## src/rtl/gf16_pkg.sv

```systemverilog
// GF(2^4) field definitions shared by the syndrome datapath.
// Field polynomial x^4+x+1, primitive element alpha = 0x2.
package gf16_pkg;

   localparam logic [4:0] GF_POLY = 5'b10011;

   typedef logic [3:0] gf16_t;

   localparam gf16_t ALPHA_POW [0:14] = '{
      4'h1, 4'h2, 4'h4, 4'h8, 4'h3, 4'h6, 4'hC, 4'hB,
      4'h5, 4'hA, 4'h7, 4'hE, 4'hF, 4'hD, 4'h9
   };

   function automatic gf16_t gf16_mul(input gf16_t a, input gf16_t b);
      gf16_t p;
      gf16_t t;
      p = '0;
      t = a;
      for (int i = 0; i < 4; i++) begin
         if (b[i]) p = p ^ t;
         t = t[3] ? ((t << 1) ^ GF_POLY[3:0]) : (t << 1);
      end
      return p;
   endfunction

endpackage

```

## src/rtl/gf16_syn_cell.sv

```systemverilog
// One syndrome accumulator: S <= S*alpha^j + sym (Horner step).
// The constant multiply is a fixed XOR matrix built at elaboration.
module gf16_syn_cell
   import gf16_pkg::*;
#(
   parameter gf16_t ALPHA = 4'h2
) (
   input  logic       clk,
   input  logic       rst_n,
   input  logic       load,
   input  logic       acc,
   input  logic [3:0] sym,
   output logic [3:0] s
);

   localparam gf16_t COL0 = gf16_mul(ALPHA, 4'h1);
   localparam gf16_t COL1 = gf16_mul(ALPHA, 4'h2);
   localparam gf16_t COL2 = gf16_mul(ALPHA, 4'h4);
   localparam gf16_t COL3 = gf16_mul(ALPHA, 4'h8);

   gf16_t prod;

   assign prod = ({4{s[0]}} & COL0) ^
                 ({4{s[1]}} & COL1) ^
                 ({4{s[2]}} & COL2) ^
                 ({4{s[3]}} & COL3);

   always_ff @(posedge clk or negedge rst_n) begin
      if (!rst_n)
         s <= '0;
      else if (load)
         s <= sym;
      else if (acc)
         s <= prod ^ sym;
   end

endmodule

```

## src/rtl/gf16_syndrome_calc.sv

```systemverilog
// Streaming RS syndrome calculator over GF(16).
// Symbols arrive highest degree first; one Horner cell per syndrome.
module gf16_syndrome_calc
   import gf16_pkg::*;
#(
   parameter int NUM_SYN = 4,
   parameter int MAX_LEN = 15
) (
   input  logic                 clk,
   input  logic                 rst_n,
   input  logic                 in_valid,
   output logic                 in_ready,
   input  logic [3:0]           in_sym,
   input  logic                 in_last,
   output logic                 out_valid,
   input  logic                 out_ready,
   output logic [4*NUM_SYN-1:0] syn,
   output logic                 syn_zero,
   output logic                 len_err
);

   typedef enum logic [1:0] {
      IDLE = 2'd0,
      ACC  = 2'd1,
      HOLD = 2'd2
   } state_t;

   state_t     state;
   logic [3:0] count;
   logic [4:0] count_nxt;
   logic       accept;
   logic       load;
   logic       acc;

   assign in_ready  = rst_n & (state != HOLD);
   assign out_valid = (state == HOLD);
   assign accept    = in_valid & in_ready;
   assign load      = accept & (state == IDLE);
   assign acc       = accept & (state == ACC);
   assign count_nxt = {1'b0, count} + 5'd1;
   assign syn_zero  = ~|syn;

   always_ff @(posedge clk or negedge rst_n) begin
      if (!rst_n) begin
         state   <= IDLE;
         count   <= '0;
         len_err <= 1'b0;
      end else begin
         unique case (state)
            IDLE: begin
               if (accept) begin
                  count <= 4'd1;
                  if (in_last) begin
                     state <= HOLD;
                  end else if (MAX_LEN == 1) begin
                     state   <= HOLD;
                     len_err <= 1'b1;
                  end else begin
                     state <= ACC;
                  end
               end
            end
            ACC: begin
               if (accept) begin
                  count <= count_nxt[3:0];
                  if (in_last) begin
                     state <= HOLD;
                  end else if (count_nxt == 5'(MAX_LEN)) begin
                     // codeword overran: stop taking symbols
                     state   <= HOLD;
                     len_err <= 1'b1;
                  end
               end
            end
            HOLD: begin
               if (out_ready) begin
                  state   <= IDLE;
                  len_err <= 1'b0;
               end
            end
            default: state <= IDLE;
         endcase
      end
   end

   for (genvar j = 1; j <= NUM_SYN; j++) begin : g_cell
      gf16_syn_cell #(
         .ALPHA (ALPHA_POW[j])
      ) u_cell (
         .clk   (clk),
         .rst_n (rst_n),
         .load  (load),
         .acc   (acc),
         .sym   (in_sym),
         .s     (syn[4*j-1 -: 4])
      );
   end

endmodule

```

## config.mk

```make
export PLATFORM = sky130hd
export DESIGN_NAME = gf16_syndrome_calc
export DESIGN_NICKNAME = d
export VERILOG_FILES = /design/src/rtl/gf16_pkg.sv /design/src/rtl/gf16_syn_cell.sv /design/src/rtl/gf16_syndrome_calc.sv
export SDC_FILE = /design/constraint.sdc
export NUM_CORES = 1
export LEC_CHECK = 0
export CORE_AREA = 2 2 54 81
export DETAILED_ROUTE_END_ITERATION = 8
export DIE_AREA = 0 0 56 83
export GPL_TIMING_DRIVEN = 0
export HOLD_SLACK_MARGIN = 0.08
export PLACE_DENSITY_LB_ADDON = 0.1
export SLEW_MARGIN = 20
export SYNTH_ARGS = -nofsm -noshare
export SYNTH_HDL_FRONTEND = slang
export SYNTH_SLANG_ARGS = --single-unit
```

## constraint.sdc

```tcl
create_clock -name clk -period 1.78 [get_ports clk]
set_clock_uncertainty 0.05 [all_clocks]
set_input_delay 0.267 -clock clk [delete_from_list [all_inputs] [get_ports clk]]
set_output_delay 0.267 -clock clk [all_outputs]
set_load 0.02 [all_outputs]
```

==> impl_metrics.py, run 1 <==
metrics = {
    "clock_tree": {
        "clock_tree_buf_depth": 2,
        "cts_root_buf": "sky130_fd_sc_hd__clkbuf_8",
        "number_of_h_tree_levels": 1,
        "number_of_buffers_created_by_cts": 3,
        "tritoncts": "yes",
        "clock_latency_on_the_worst_skew_pair_ns": 0.27,
        "cts.clk_slew.worst_paths_ns": 0.09,
        "clkSinkCount": 23,
    },
    "cells_and_area": {
        "layout.cells.most_common": "sky130_fd_sc_hd__nand2_1",
        "layout.cells.most_common_list": "23 x sky130_fd_sc_hd__nand2_1, 21 x sky130_fd_sc_hd__dfrtp_1, 20 x sky130_fd_sc_hd__clkdlybuf4s50_1, 13 x sky130_fd_sc_hd__o21ai_0, 11 x sky130_fd_sc_hd__inv_1",
        "drive_above_1_share_pct": 13.9,
        "fill_cells": 382,
        "syn_to_final_growth_pct": 27.5,
        "final_cells": 253,
        "layout.core_utilization_pct": 50.0,
        "multi_input_area_um2": 860,
        "final-seq-area_um2": 578,
        "design.final.nets": 224,
        "n_antenna_cell": 0,
    },
    "power": {
        "leakagePower_nw": 0.863,
        "swShare_pct": 39.1,
        "power.ir.vdd_worst_uv": 527,
        "p_per_area_nw_per_um2": 1090,
        "cellInternalPower_mw": 1.30,
        "clkPwrFrac_pct": 15.7,
        "power.combinational.fraction_pct": 45.0,
        "power_switching_mw": 0.837,
        "totalPowerFinal_mw": 2.14,
        "pwr-share-seq_pct": 39.3,
    },
    "worst_setup_path": {
        "worst-r2r-setup-slack_ns": 0.28,
        "worst_ep_arrival_time_ns": 1.56,
        "path_depth": 6,
        "crit_path_max_fanout": 3,
        "criticalPathCategory": "reg -> out",
        "critPathMaxStageDelay_ns": 0.42,
        "rr_worst_depth": 5,
        "endpoint_kind": "primary output",
        "cp.buffers_inverters": 2,
        "critical-path-top-delay-family": "simple AND/OR/NAND/NOR gates",
        "timing.critical_path.cells": "inv_1, ha_1, nor4bb_4, nand4_1, nor2_1, buf_4",
        "cp.required_ns": 1.46,
        "critical_path.reg2reg.endpoint": "g_cell[4].u_cell.s[1]",
        "crit_slowest_cell": "sky130_fd_sc_hd__dfrtp_2",
        "worst_setup_path_start_kind": "register",
        "rr_startpoint": "g_cell[4].u_cell.s[1]",
    },
    "synthesis": {
        "asyncSetResetFlopFracSynth_pct": 100,
        "synth_largest_area_cell": "sky130_fd_sc_hd__dfrtp_1",
        "synth.cell_area_um2": 1540,
        "synth.yosys.seq_area_share_pct": 37.4,
        "syn-mean-instance-area_um2": 8.90,
        "synth-edff-count": 0,
        "synth.net_count": 188,
        "post_synth_inst_count": 173,
        "synth_cell_types": 52,
        "synthesis.yosys.warnings": 0,
        "synth.area.top_cells": "sky130_fd_sc_hd__dfrtp_1 37%, sky130_fd_sc_hd__nand2_1 5.6%, sky130_fd_sc_hd__xor2_1 5.1%",
        "post_synthesis_register_bit_count": 23,
        "post-synth-top-area-fraction_pct": 37.4,
        "ys.flop_type": "sky130_fd_sc_hd__dfrtp_1",
    },
    "timing": {
        "max_slew.worst_pin.slew_ns": 0.449,
        "timing.fmax_mhz": 534,
        "finalHoldViolCount": 0,
        "rsz0062_at_grt": "yes",
        "timing.max_slew.rel_slack_pct": 70.0,
        "period_minus_slack_ns": 1.87,
        "slew_violations": 0,
        "final_worst_setup_slack_ns": -0.0942,
        "min_period_over_period_pct": 105,
        "timing.final.setup_violations": 1,
    },
    "grt": {
        "grt-ovfl-total": 0,
        "grt_pass1_vias": 1368,
        "largest_net_degree_at_the_start_of_global_routing": 24,
        "grt_antenna_before_repair": 0,
        "first_pass_grt_wire_length_um": 6500,
        "global_route.usage.total_pct": 17.5,
    },
    "hold_path": {
        "holdPathEnd": "g_cell[4].u_cell.s[0]",
        "worst_hold_path.num_cells": 3,
        "worst_hold_startpoint": "in_sym[0]",
        "min-delay-path-class": "in -> reg",
    },
    "place": {
        "placed_cells": 243,
        "final_weighted_congestion_in_routability_driven_placement": 0.741,
        "place_hpwl_um": 2760,
        "port_bufs": 25,
        "dp_slack_ns": -0.308,
    },
    "job": {
        "maxCapViolCount": 0,
    },
    "route": {
        "drcViolationCount": 0,
        "drt_pass1_iterations": 4,
        "totalWireLength_um": 3860,
        "detail_route.iter0.violations": 31,
        "routedWlPerCell_um": 15.2,
        "route.vias.total": 1374,
        "drtAntennaViolNets": 0,
        "via_density": 5.43,
    },
    "die": {
        "std_cell_rows": 28,
        "die_width_um": 56,
        "floorplan.initialDensity_pct": 39.2,
        "fp.dieArea_um2": 4650,
        "core_area_um2": 3920,
        "die_h_um": 83,
        "pin_count": 29,
    },
    "run_status": {
        "run_status": "complete, but fails checks",
        "failed_checks": "setup timing",
    },
}
-- sequential cells by signal, indices dropped and copies added (netlist names) --
| register | cells |
|---|---|
| count | 4 |
| g_cell.u_cell.s | 16 |
| len_err | 1 |
| state | 2 |
-- worst max-delay path by stage --
stage	startpoint	to	slack (ns)
after floorplan	g_cell[4].u_cell.s[1]	syn_zero	0.10
after global placement	rst_n	in_ready	-1.03
after detailed placement	g_cell[4].u_cell.s[1]	syn_zero	-0.31
after CTS	g_cell[3].u_cell.s[2]	syn_zero	-0.12
after global routing	g_cell[3].u_cell.s[2]	syn_zero	-0.19
final	g_cell[3].u_cell.s[2]	syn_zero	-0.09
-- final cells by class --
cell class / instances / area share, %
Inverter: 12 / 2.30
Tap cell: 45 / 2.87
Clock inverter: 1 / 0.255
Timing Repair Buffer: 31 / 15.4
Multi-Input combinational cell: 127 / 43.8
Clock buffer: 3 / 2.10
Sequential cell: 23 / 29.5
Buffer: 11 / 3.76
-- cell usage after synthesis, types with 2 or more instances --
| cell type | number |
|---|---|
| sky130_fd_sc_hd__dfrtp_1 | 23 |
| sky130_fd_sc_hd__nand2_1 | 23 |
| sky130_fd_sc_hd__o21ai_0 | 13 |
| sky130_fd_sc_hd__inv_1 | 11 |
| sky130_fd_sc_hd__xor2_1 | 9 |
| sky130_fd_sc_hd__ha_1 | 6 |
| sky130_fd_sc_hd__nor2_1 | 6 |
| sky130_fd_sc_hd__a21oi_1 | 5 |
| sky130_fd_sc_hd__a211oi_1 | 4 |
| sky130_fd_sc_hd__buf_4 | 4 |
| sky130_fd_sc_hd__nand2b_1 | 4 |
| sky130_fd_sc_hd__nor2b_1 | 4 |
| sky130_fd_sc_hd__a31oi_1 | 3 |
| sky130_fd_sc_hd__and2_1 | 3 |
| sky130_fd_sc_hd__o211ai_1 | 3 |
| sky130_fd_sc_hd__o21ai_1 | 3 |
| sky130_fd_sc_hd__or3_1 | 3 |
| sky130_fd_sc_hd__xnor2_1 | 3 |
| sky130_fd_sc_hd__and2_0 | 2 |
| sky130_fd_sc_hd__and3b_1 | 2 |
| sky130_fd_sc_hd__buf_2 | 2 |
| sky130_fd_sc_hd__buf_6 | 2 |
| sky130_fd_sc_hd__clkbuf_1 | 2 |
| sky130_fd_sc_hd__nand3_1 | 2 |
| sky130_fd_sc_hd__nor4bb_1 | 2 |
| sky130_fd_sc_hd__or2_2 | 2 |
| sky130_fd_sc_hd__or3b_1 | 2 |
-- per-layer routing --
metal | vias to the layer above | routed length [µm] | share of wire, % | track usage (%)
met3 | 6 | 132 | 3.4 | 2.49
li1 | 669 | - | - | -
met1 | 672 | 1680 | 44 | 21.4
met2 | 27 | 1970 | 51 | 30.1
met5 | - | 0 | 0 | 0
met4 | 0 | 78 | 2.0 | 7.14
-- what timing repair did --
item,CTS,global route
pin swaps,2,0
hold endpoints to repair,23,0
hold buffers,2,0
resized for setup,7,5
endpoints found under the setup margin,3,2
setup buffers,0,4
-- kinds of logic after synthesis --
| family | count (synthesis) | synth area share [%] |
|---|---|---|
| buffers and inverters | 23 | 7.72 |
| DFF | 23 | 37.4 |
| and+or+nand+nor | 65 | 24.2 |
| adders and majority gates | 6 | 4.88 |
| xor gates and xnor gates | 12 | 6.83 |
| AOI/OAI and AO/OA | 43 | 18.3 |
| muxes | 1 | 0.650 |
-- through the flow --
step                hold slack, ns  area, µm²  setup TNS (ns)
finish                       0.340       1960         -0.0942
global route                 0.352       1960          -0.189
CTS                          0.332       1910          -0.120
detailed placement           0.275       1840          -0.480
global placement             0.467       1850          -21.24
floorplan                  -0.0786       1540               0
-- worst reg2reg max path, delay by kind of cell, from the launching register on --
family                     cells  cell delay, ns
DFF                            1            0.40
and+or+nand+nor                1            0.30
adders and majority gates      1            0.29
AOI/OAI and AO/OA              1            0.16
xor gates and xnor gates       1            0.13
buffers and inverters          1            0.09
-- power groups by stage --
stage | combinational [mW] | sequential, mW | clock [mW]
after floorplan | 0.456 | 0.923 | 0
after global placement | 0.884 | 0.834 | 0
after detailed placement | 0.902 | 0.847 | 0
after CTS | 0.911 | 0.838 | 0.347
after global routing | 1.06 | 0.868 | 0.364
final | 0.962 | 0.840 | 0.336
Power figures use the tool's default switching activity.
==> inputs of run 2 (changes only) <==
==> constraint.sdc (replaced) <==
create_clock -name clk -period 1.78 [get_ports clk]
set_clock_uncertainty 0.05 [all_clocks]
set_input_delay 0.356 -clock clk [delete_from_list [all_inputs] [get_ports clk]]
set_output_delay 0.356 -clock clk [all_outputs]
set_load 0.02 [all_outputs]
==> impl_metrics.py, run 2 (synthesis gave the netlist of run 1 again) <==
metrics = {
    "run_status": {
        "run_status": "complete, but fails checks",
        "failed_checks": "setup timing",
    },
    "clock_tree": {
        "cts.clk_slew.worst_paths_ns": 0.09,
        "number_of_buffers_created_by_cts": 3,
        "clock_latency_on_the_worst_skew_pair_ns": 0.27,
        "tritoncts": "yes",
        "clkSinkCount": 23,
        "cts_root_buf": "sky130_fd_sc_hd__clkbuf_8",
        "number_of_h_tree_levels": 1,
        "clock_tree_buf_depth": 2,
    },
    "grt": {
        "grt_antenna_before_repair": 0,
        "largest_net_degree_at_the_start_of_global_routing": 24,
        "grt-ovfl-total": 0,
        "first_pass_grt_wire_length_um": 6500,
        "grt_pass1_vias": 1367,
        "global_route.usage.total_pct": 17.5,
    },
    "route": {
        "totalWireLength_um": 3870,
        "drt_pass1_iterations": 4,
        "drcViolationCount": 0,
        "drtAntennaViolNets": 0,
        "detail_route.iter0.violations": 24,
        "routedWlPerCell_um": 15.2,
        "via_density": 5.41,
        "route.vias.total": 1374,
    },
    "worst_setup_path": {
        "timing.critical_path.cells": "inv_1, ha_1, nor4bb_4, nand4_1, nor2_1, buf_4",
        "rr_worst_depth": 5,
        "endpoint_kind": "primary output",
        "crit_path_max_fanout": 3,
        "worst_setup_path_start_kind": "register",
        "criticalPathCategory": "reg -> out",
        "cp.required_ns": 1.37,
        "critPathMaxStageDelay_ns": 0.42,
        "worst_ep_arrival_time_ns": 1.56,
        "crit_slowest_cell": "sky130_fd_sc_hd__dfrtp_2",
    },
    "timing": {
        "timing.fmax_mhz": 509,
        "max_slew.worst_pin.slew_ns": 0.451,
        "rsz0062_at_grt": "yes",
        "timing.max_slew.rel_slack_pct": 69.9,
        "slew_violations": 0,
        "min_period_over_period_pct": 110,
        "timing.final.setup_violations": 1,
        "period_minus_slack_ns": 1.96,
        "setup_total_neg_slack_ns": -0.183,
        "final_worst_setup_slack_ns": -0.183,
        "finalHoldViolCount": 0,
    },
    "cells_and_area": {
        "final_design_area_no_fill_um2": 1980,
        "design.final.nets": 225,
        "final_cells": 254,
        "layout.cells.most_common": "sky130_fd_sc_hd__nand2_1",
        "reg_top3": "g_cell.u_cell.s (16), count (4), state (2)",
        "layout.cells.most_common_list": "23 x sky130_fd_sc_hd__nand2_1, 22 x sky130_fd_sc_hd__dfrtp_1, 13 x sky130_fd_sc_hd__o21ai_0, 13 x sky130_fd_sc_hd__clkdlybuf4s50_1",
        "largest-register": "g_cell.u_cell.s",
        "n_antenna_cell": 0,
        "syn_to_final_growth_pct": 28.5,
        "largest_register_ffs": 16,
        "drive_above_1_share_pct": 13.9,
    },
    "power": {
        "leakagePower_nw": 0.907,
        "power.ir.vdd_worst_uv": 523,
        "p_per_area_nw_per_um2": 1070,
        "totalPowerFinal_mw": 2.12,
    },
    "die": {
        "floorplan.initialDensity_pct": 39.2,
        "core_area_um2": 3920,
        "die_h_um": 83,
        "fp.dieArea_um2": 4650,
        "std_cell_rows": 28,
        "pin_count": 29,
        "die_width_um": 56,
    },
    "hold_path": {
        "worst_hold_path.num_cells": 3,
        "min-delay-path-class": "in -> reg",
    },
    "place": {
        "dp_slack_ns": -0.397,
        "final_weighted_congestion_in_routability_driven_placement": 0.741,
        "place_hpwl_um": 2760,
        "placed_cell_area_um2": 1840,
        "placed_cells": 243,
        "port_bufs": 25,
    },
    "job": {
        "maxCapViolCount": 0,
    },
}
-- run 2: metal layers --
layer / GRT usage [%] / wire length, µm / vias to the layer above
met5: 0 / 0 / -
met4: 7.14 / 78 / 0
met3: 2.49 / 154 / 6
met2: 30.2 / 1980 / 33
met1: 21.4 / 1650 / 662
li1: - / - / 673
-- run 2: worst max-delay path, delay by kind of cell (launching register included) --
family | cells | cell delay (ns)
fa+ha+maj | 1 | 0.16
flops | 1 | 0.42
simple gates | 3 | 0.51
buf+inv | 2 | 0.21
-- run 2: path summary, 6_finish.rpt --
check,start,to,slack [ns]
max,g_cell[3].u_cell.s[2],syn_zero,-0.18
min,in_sym[0],g_cell[4].u_cell.s[0],0.43
max reg2reg,g_cell[4].u_cell.s[1],g_cell[4].u_cell.s[1],0.29
min reg2reg,g_cell[3].u_cell.s[2],g_cell[3].u_cell.s[2],0.47
max in group asynchronous,rst_n,g_cell[3].u_cell.s[2],0.91
min in group asynchronous,rst_n,g_cell[4].u_cell.s[1],0.60
-- run 2: repair_timing --
action	in CTS	in global routing
setup endpoints to repair	6	6
buffers inserted	0	5
hold endpoints to repair	23	0
hold buffers	2	0
pin swaps	2	0
gates resized for setup	11	9
-- run 2: cell type report --
class,count,area (µm²)
Inverter,12,45.0
Tap cell,45,56.3
Clock inverter,1,5.00
Sequential cell,23,577
Timing Repair Buffer,32,320
Buffer,11,73.8
Multi-Input combinational cell,127,860
Clock buffer,3,41.3
Fill cell,381,1950
-- run 2: stage by stage --
step,utilization (%),hold slack [ns]
floorplan,-,0.0104
global placement,47.0,0.467
detailed placement,46.9,0.364
CTS,48.7,0.420
global route,50.4,0.439
finish,50.4,0.430
-- run 2: power breakdown --
group          internal (mW)  switching, mW  total, mW
combinational          0.473          0.479      0.952
clock                  0.156          0.177      0.334
sequential             0.655          0.180      0.835
total                   1.28          0.836       2.12
==> inputs of run 3 (changes only) <==
--- a/config.mk
+++ b/config.mk
@@ -5,12 +5,14 @@
 export SDC_FILE = /design/constraint.sdc
 export NUM_CORES = 1
 export LEC_CHECK = 0
+export ABC_CLOCK_PERIOD_IN_PS = 1780
 export CORE_AREA = 2 2 54 81
 export DETAILED_ROUTE_END_ITERATION = 8
 export DIE_AREA = 0 0 56 83
 export GPL_TIMING_DRIVEN = 0
 export HOLD_SLACK_MARGIN = 0.08
 export PLACE_DENSITY_LB_ADDON = 0.1
+export REMOVE_ABC_BUFFERS = 1
 export SLEW_MARGIN = 20
 export SYNTH_ARGS = -nofsm -noshare
 export SYNTH_HDL_FRONTEND = slang
==> impl_metrics.py, run 3 (synthesis gave the netlist of run 1 again) <==
metrics = {
    "route": {
        "drcViolationCount": 0,
        "routedWlPerCell_um": 16.2,
        "drt_pass1_iterations": 4,
        "route.vias.total": 1389,
        "via_density": 5.58,
        "drtAntennaViolNets": 0,
        "detail_route.iter0.violations": 32,
        "totalWireLength_um": 4030,
    },
    "hold_path": {
        "min-delay-path-class": "in -> reg",
        "holdPathEnd": "state[0]",
        "worst_hold_path.num_cells": 3,
        "worst_hold_startpoint": "rst_n",
    },
    "cells_and_area": {
        "largest-register": "g_cell.u_cell.s",
        "n_antenna_cell": 0,
        "layout.cells.most_common_list": "23 x sky130_fd_sc_hd__nand2_1, 22 x sky130_fd_sc_hd__dfrtp_1, 14 x sky130_fd_sc_hd__clkdlybuf4s50_1, 13 x sky130_fd_sc_hd__o21ai_0",
        "reg_top3": "g_cell.u_cell.s (16), count (4), state (2)",
        "drive_above_1_share_pct": 13.7,
        "syn_to_final_growth_pct": 28.1,
        "layout.cells.most_common": "sky130_fd_sc_hd__nand2_1",
        "design.final.nets": 220,
        "largest_register_ffs": 16,
        "layout.core_utilization_pct": 50.3,
    },
    "power": {
        "totalPowerFinal_mw": 2.14,
        "power.ir.vdd_worst_uv": 617,
        "leakagePower_nw": 0.893,
        "p_per_area_nw_per_um2": 1090,
    },
    "worst_setup_path": {
        "worst_ep_arrival_time_ns": 1.59,
        "rr_worst_depth": 3,
        "critical_path.reg2reg.endpoint": "len_err",
        "crit_path_max_fanout": 2,
        "rr_startpoint": "state[1]",
        "endpoint_kind": "primary output",
        "cp.required_ns": 1.37,
        "timing.critical_path.cells": "inv_2, ha_4, nor4bb_4, nand4_1, nor2_1, buf_4",
        "worst-r2r-setup-slack_ns": 0.30,
        "criticalPathCategory": "reg -> out",
        "worst_setup_path_start_kind": "register",
        "critPathMaxStageDelay_ns": 0.40,
        "crit_slowest_cell": "sky130_fd_sc_hd__dfrtp_1",
    },
    "clock_tree": {
        "tritoncts": "yes",
        "number_of_buffers_created_by_cts": 3,
        "clock_latency_on_the_worst_skew_pair_ns": 0.26,
        "number_of_h_tree_levels": 1,
        "clkSinkCount": 23,
        "clock_tree_buf_depth": 2,
        "cts.clk_slew.worst_paths_ns": 0.08,
        "cts_root_buf": "sky130_fd_sc_hd__clkbuf_8",
    },
    "die": {
        "std_cell_rows": 28,
        "die_h_um": 83,
        "core_area_um2": 3920,
        "fp.dieArea_um2": 4650,
        "floorplan.initialDensity_pct": 39.2,
        "pin_count": 29,
        "die_width_um": 56,
    },
    "grt": {
        "grt_pass1_vias": 1328,
        "first_pass_grt_wire_length_um": 6270,
        "grt-ovfl-total": 0,
        "global_route.usage.total_pct": 16.2,
        "largest_net_degree_at_the_start_of_global_routing": 33,
        "grt_antenna_before_repair": 0,
    },
    "timing": {
        "min_period_over_period_pct": 112,
        "final_worst_setup_slack_ns": -0.221,
        "max_slew.worst_pin.slew_ns": 0.386,
        "timing.max_slew.rel_slack_pct": 74.2,
        "period_minus_slack_ns": 2.00,
        "finalHoldViolCount": 0,
        "timing.final.setup_violations": 1,
        "timing.fmax_mhz": 500,
        "rsz0062_at_grt": "yes",
        "fin_worst_hold_slack_ns": 0.461,
        "slew_violations": 0,
    },
    "run_status": {
        "run_status": "complete, but fails checks",
        "failed_checks": "setup timing",
    },
    "place": {
        "port_bufs": 28,
        "dp_slack_ns": -0.524,
        "final_weighted_congestion_in_routability_driven_placement": 0.768,
        "place_hpwl_um": 2450,
    },
    "job": {
        "maxCapViolCount": 0,
    },
}
[run 3: cell types whose count changed in the layout (fill, tap and decap cells not counted), sizes merged]
cell / before / now
dlygate4sd2: 4 / 5
clkinv: 1 / 0
nand3b: 2 / 3
clkdlybuf4s50: 13 / 14
dlymetal6s2s: 5 / 6
clkdlybuf4s15: 1 / 0
buf: 17 / 10
[run 3: timing repair]
action                                  4_1_cts  5_1_grt
buffers inserted                              6        1
pin swaps                                     3        4
resized for setup                            16       13
endpoints found under the setup margin        9        8
endpoints found under the hold margin        23        0
cloned                                        0        1
hold buffers                                  2        0
[run 3: cell type report]
class,count,area [µm²]
clock buffer,4,45.0
fill,388,1950
inverter,12,45.0
multi-input combinational,128,885
sequential,23,579
tap,45,56.3
timing repair buffer,37,362
[run 3: power breakdown]
| group | switching, mW | internal [mW] |
|---|---|---|
| Sequential | 0.170 | 0.656 |
| Combinational | 0.508 | 0.475 |
| Clock | 0.172 | 0.160 |
| Total | 0.849 | 1.29 |
[run 3: through the flow]
step	setup TNS (ns)	cells	area (µm²)
floorplan	0	162	1470
global placement	-28.64	235	1800
detailed placement	-3.52	235	1800
CTS	-0.216	247	1930
global route	-0.321	249	1970
finish	-0.221	249	1970
[run 3: worst max path at each step]
stage                           from        to  slack, ns
2_1_floorplan  g_cell[4].u_cell.s[1]  syn_zero       0.01
3_3_place_gp                   rst_n   len_err      -1.30
3_5_place_dp   g_cell[4].u_cell.s[1]  syn_zero      -0.52
4_1_cts        g_cell[3].u_cell.s[3]  syn_zero      -0.22
5_1_grt        g_cell[4].u_cell.s[0]  syn_zero      -0.32
6_report       g_cell[4].u_cell.s[0]  syn_zero      -0.22
[run 3: routing by layer]
metal,vias up,wire (µm),global-route usage [%]
met4,0,125,6.93
met2,33,2110,27.4
met5,-,0,0
met3,10,168,2.02
met1,683,1620,20.5
li1,663,-,-
[run 3: worst max-delay path: cells and delay by family (launching register included)]
kind	cells	cell delay, ns
buf+inv	2	0.24
flops	1	0.40
simple gates	3	0.56
fa+ha+maj	1	0.12
